==> config.mk <==
export PLATFORM = sky130hd
export DESIGN_NAME = icache
export DESIGN_NICKNAME = d
export VERILOG_FILES = /design/src/rtl/icache.sv
export SDC_FILE = /design/constraint.sdc
export NUM_CORES = 1
export LEC_CHECK = 0
export ABC_CLOCK_PERIOD_IN_PS = 7900
export CELL_PAD_IN_SITES_DETAIL_PLACEMENT = 1
export CELL_PAD_IN_SITES_GLOBAL_PLACEMENT = 1
export CORE_ASPECT_RATIO = 1.2
export CORE_MARGIN = 4
export CORE_UTILIZATION = 53
export DETAILED_ROUTE_END_ITERATION = 6
export PLACE_DENSITY = 0.87
export SLEW_MARGIN = 20
export SYNTH_ARGS = -nofsm -noshare
export SYNTH_HDL_FRONTEND = slang
export SYNTH_SLANG_ARGS = --single-unit
==> constraint.sdc <==
create_clock -name CLK -period 7.9 [get_ports CLK]
set_clock_uncertainty 0.15 [all_clocks]
set_input_delay 1.975 -clock CLK [delete_from_list [all_inputs] [get_ports CLK]]
set_output_delay 1.975 -clock CLK [all_outputs]
set_load 0.02 [all_outputs]
==> src/rtl/icache.sv <==
// Direct-mapped, read-only instruction cache: same-cycle hit lookup,
// single-word refill on a miss, saturating hit/miss counters.
module icache #(
   parameter int SETS = 16,
   parameter int TAGW = 30 - $clog2(SETS)
) (
   input  logic        CLK,
   input  logic        nRST,
   input  logic        imemREN,
   input  logic [31:0] imemaddr,
   output logic        ihit,
   output logic [31:0] imemload,
   input  logic        flush,
   output logic        iREN,
   output logic [31:0] iaddr,
   input  logic        iwait,
   input  logic [31:0] iload,
   output logic [31:0] hit_count,
   output logic [31:0] miss_count,
   output logic        state_dbg
);
   localparam int IW = $clog2(SETS);

   // Handshake: iREN high requests the word at iaddr; the cycle in which
   // iwait is low while iREN is high carries valid iload, sampled at that edge.
   typedef enum logic {IDLE = 1'b0, FETCH = 1'b1} state_t;

   state_t state, next_state;

   logic [SETS-1:0] valid;
   logic [TAGW-1:0] tags [SETS];
   logic [31:0]     words [SETS];

   logic [IW-1:0]   idx;
   logic [TAGW-1:0] tag_in;
   logic            hit;
   logic            fill;
   logic            miss_start;
   logic            unused_addr_bits;

   assign idx              = imemaddr[IW+1:2];
   assign tag_in           = imemaddr[31:IW+2];
   assign hit              = imemREN & valid[idx] & (tags[idx] == tag_in);
   assign iaddr            = {imemaddr[31:2], 2'b00};
   assign state_dbg        = state;
   assign unused_addr_bits = ^imemaddr[1:0];

   always_ff @(posedge CLK or negedge nRST) begin
      if (!nRST) begin
         state <= IDLE;
      end else begin
         state <= next_state;
      end
   end

   always_comb begin
      next_state = state;
      ihit       = 1'b0;
      imemload   = 32'h0;
      iREN       = 1'b0;
      fill       = 1'b0;
      miss_start = 1'b0;
      case (state)
         IDLE: begin
            ihit     = hit & ~flush;
            imemload = ihit ? words[idx] : 32'h0;
            if (imemREN && !hit && !flush) begin
               next_state = FETCH;
               miss_start = 1'b1;
            end
         end
         FETCH: begin
            // A dropped request abandons the refill without writing a frame.
            if (imemREN) begin
               iREN = 1'b1;
               if (!iwait) begin
                  fill       = 1'b1;
                  next_state = IDLE;
               end
            end else begin
               next_state = IDLE;
            end
         end
         default: next_state = IDLE;
      endcase
      if (flush) begin
         next_state = IDLE;
      end
   end

   // Only the valid bits need reset; flush wins over a same-edge fill.
   always_ff @(posedge CLK or negedge nRST) begin
      if (!nRST) begin
         valid <= '0;
      end else if (flush) begin
         valid <= '0;
      end else if (fill) begin
         valid[idx] <= 1'b1;
      end
   end

   always_ff @(posedge CLK) begin
      if (fill && !flush) begin
         tags[idx]  <= tag_in;
         words[idx] <= iload;
      end
   end

   always_ff @(posedge CLK or negedge nRST) begin
      if (!nRST) begin
         hit_count  <= 32'h0;
         miss_count <= 32'h0;
      end else begin
         if (state == IDLE && ihit && hit_count != 32'hFFFF_FFFF) begin
            hit_count <= hit_count + 32'd1;
         end
         if (miss_start && miss_count != 32'hFFFF_FFFF) begin
            miss_count <= miss_count + 32'd1;
         end
      end
   end

endmodule

==> impl_metrics.ini <==
[global_route]
grt_max_degree = 82
grt_pass1_wl_um = 170400
globalRouteOverflowTotal = 0
track_usage_pct = 29.56
antenna_found_initial = 6
grt_pass1_vias = 23720

[route]
drt_iter0_markers = 3017
postRouteAntennaNets = 0
wl_per_cell_um = 35.61
drc = 0
vias_per_cell = 6.740
drt-met1-wl_um = 42220
wl_met3_um = 11520
vias = 22590
drtPass1Iterations = 5
wl_met2_um = 60920
wirelength_um = 119400
top_layer_used = met5

[timing]
relSlewSlack_pct = 26.23
slew_violations = 0
tightest_slew_ps = 1104
max_freq_ghz = 0.1278
fin_crit_sh_pct = 99.06
fin_crit_ps = 7826
worst_slack_ps = 73.95
finalHoldViolations = 0
finalSetupViolCount = 0

[power_and_ir_drop]
p_comb_share_pct = 5.7
total_power_mw = 11.48
p_sw_mw = 2.534
p_seq_share_pct = 51.1
clkPwrFrac_pct = 43.1
peakVddDrop_v = 0.0002150
sw_frac_of_total_pct = 22.07
power.internal_mw = 8.946
p_per_area_nw_per_um2 = 242.2
power.leakage_nw = 16.31

[cts]
cts_root_buf = clkbuf_16
cts_max_level = 3
clkLatencyLatePin_ps = 670
cts.sinks = 1009
cts_max_path_buffers = 3
numCtsBuffers = 95
tritoncts = yes
cts_hold_buf = 0
clkTransAtPathRegs_ps = 60

[placement]
io_buffers = 195
placed_area_sq_um = 43890
dp_slack_ps = -133.3
hpwl_um = 63190
gp_congestion = 0.8511

[die]
fp.dieH_um = 310.0
dieArea_sq_um = 80500
num_rows = 110
die_w_um = 259.7
start_util_pct = 53.61
io-pin-count = 200
core_area_sq_um = 75150

[synthesis]
synth_cell_types = 63
synth-async-reset-ratio_pct = 8.028
synth_warnings = 0
synth-edff-count = 928
synth_seq_area_share_pct = 74.20
synth-xor-area-share_pct = 1.783
synth.mux.area_fraction_pct = 15.82
synth-main-ff-cell = edfxtp_1
yosys.area_share.simple_pct = 3.867
synth_cells = 1980
synth-compound-area-share_pct = 1.988
syn_avg_cell_area_sq_um = 20.35
synth_top_family_by_area = multiplexers
synth_fa_ha_area_share_pct = 0.06212
syn_area_sq_um = 40290
synth-seq-cells = 1009

[finish]
final_common_cell = edfxtp_1
area_growth_pct = 17.63
drive_gt1_share_pct = 23.95
nets = 2334
final_cell_mix = edfxtp_1, mux4_2, clkdlybuf4s50_1
stdcell_area_sq_um = 47390

[critical_path]
worstPathArrival_ps = 5700
crit_path_max_fanout = 19
cp-end-kind = output pin
required_ps = 5780
crit_type = in -> out
critPathLaunchType = primary input

[run_status]
outcome = finished, final reports clean

[job]
max-cap-violations = 0

[worst_hold_path]
hold_class = reg -> reg
-- layer usage --
metal	global-route usage, %	vias up
li1	-	8689
met1	37.97	11880
met2	49.87	1718
met3	6.325	306
met4	12.16	2
met5	0	-
-- timing repair --
action	in CTS	in global routing
setup buffers	1	0
endpoints found under the setup margin	33	18
gates cloned	2	0
resized for setup	27	18
-- sequential cells by signal (all words and copies together) (netlist names) --
signal and count:
state_dbg 1, hit_count 32, valid 16, words 512
miss_count 32, tags 416
-- power by group through the flow --
| stage | logic (mW) | registers, mW | clock network, mW |
|---|---|---|---|
| floorplan | 0.328 | 6.00 | 0 |
| global placement | 0.595 | 5.98 | 0 |
| detailed placement | 0.628 | 5.98 | 0 |
| CTS | 0.655 | 5.87 | 4.99 |
| global route | 0.693 | 5.87 | 5.24 |
| finish | 0.660 | 5.87 | 4.95 |
-- worst max-delay path, cell delays in order --
cell and delay (ps):
clkbuf_8 240, nor2b_1 420, buf_4 270, a22oi_1 140, and3_1 280, a2111oi_2 440
a22o_1 270, o211ai_2 190, nor4_4 270, buf_4 210, bufbuf_16 350, and3_1 220
dlygate4sd2_1 380
-- logic make-up after synthesis --
kind of cell             Yosys count
AO/OA/AOI/OAI                    109
XOR/XNOR                          82
adder cells (fa/ha/maj)            2
buffers and inverters            161
flip-flops                      1009
multiplexers                     340
other                              1
AND/OR/NAND/NOR                  276
-- cells in the mapped netlist, types with 3 or more instances --
cell type,n,area share (%)
mux2i_1,82,2.0
inv_1,31,0.29
o21ai_0,5,0.062
nand3_1,33,0.41
a22oi_1,17,0.32
nand2b_1,11,0.17
a31oi_1,3,0.047
clkbuf_1,37,0.34
edfxtp_1,928,69
nor3b_1,9,0.17
o41ai_1,3,0.065
a221o_1,3,0.075
nor2b_1,8,0.12
o2bb2ai_1,4,0.087
mux4_2,235,13
xnor2_1,44,0.96
a211oi_1,4,0.075
dfrtp_1,81,5.0
mux2_2,22,0.61
buf_4,39,0.73
nand2_1,32,0.30
and3_1,62,0.96
buf_1,14,0.13
nand3b_1,3,0.056
nand4_1,28,0.43
a221oi_1,7,0.15
xor2_1,38,0.83
buf_2,25,0.31
buf_6,11,0.31
nor2_1,43,0.40
a21oi_1,10,0.12
and2_1,4,0.062
and4_1,4,0.087
nor4b_1,5,0.11
nor4_1,12,0.19
buf_8,3,0.11
a22o_1,6,0.13
nor3_1,14,0.17
o22ai_1,28,0.43
-- final timing paths --
| path | startpoint | endpoint | slack, ps | cells past startpoint |
|---|---|---|---|---|
| hold / removal | hit_count[8]$_DFFE_PN0P_ | hit_count[8]$_DFFE_PN0P_ | 340 | 1 |
| setup reg to reg | tags[15][22]$_DFFE_PP_ | hit_count[14]$_DFFE_PN0P_ | 3760 | 10 |
| hold reg to reg | hit_count[8]$_DFFE_PN0P_ | hit_count[8]$_DFFE_PN0P_ | 340 | 1 |
| max in group asynchronous | nRST | hit_count[11]$_DFFE_PN0P_ | 5860 | 1 |
| min in group asynchronous | nRST | miss_count[6]$_DFFE_PN0P_ | 1180 | 1 |
| setup / recovery | imemaddr[3] | imemload[10] | 70 | 13 |
-- metrics by stage --
stage               util (%)  TNS (ps)  instances  hold slack, ps
detailed placement     58.41     -2204       3169           338.4
finish                 63.06         0       3352           341.7
global route           63.06    -11.74       3350           363.6
global placement       58.41         0       3169           328.0
floorplan                  -         0       1981           351.1
CTS                    62.96         0       3348           347.1
-- layout make-up --
class	instances	area (sq um)
flip-flops and latches	1009	29890
fillers	6235	27760
multi-input cells	811	9646
repair buffers	315	3161
clock buffers	111	2510
well taps	1008	1261
clock inverters	65	798.3
inverters	31	116.4
diodes	2	5.005
Power figures use the tool's default switching activity.
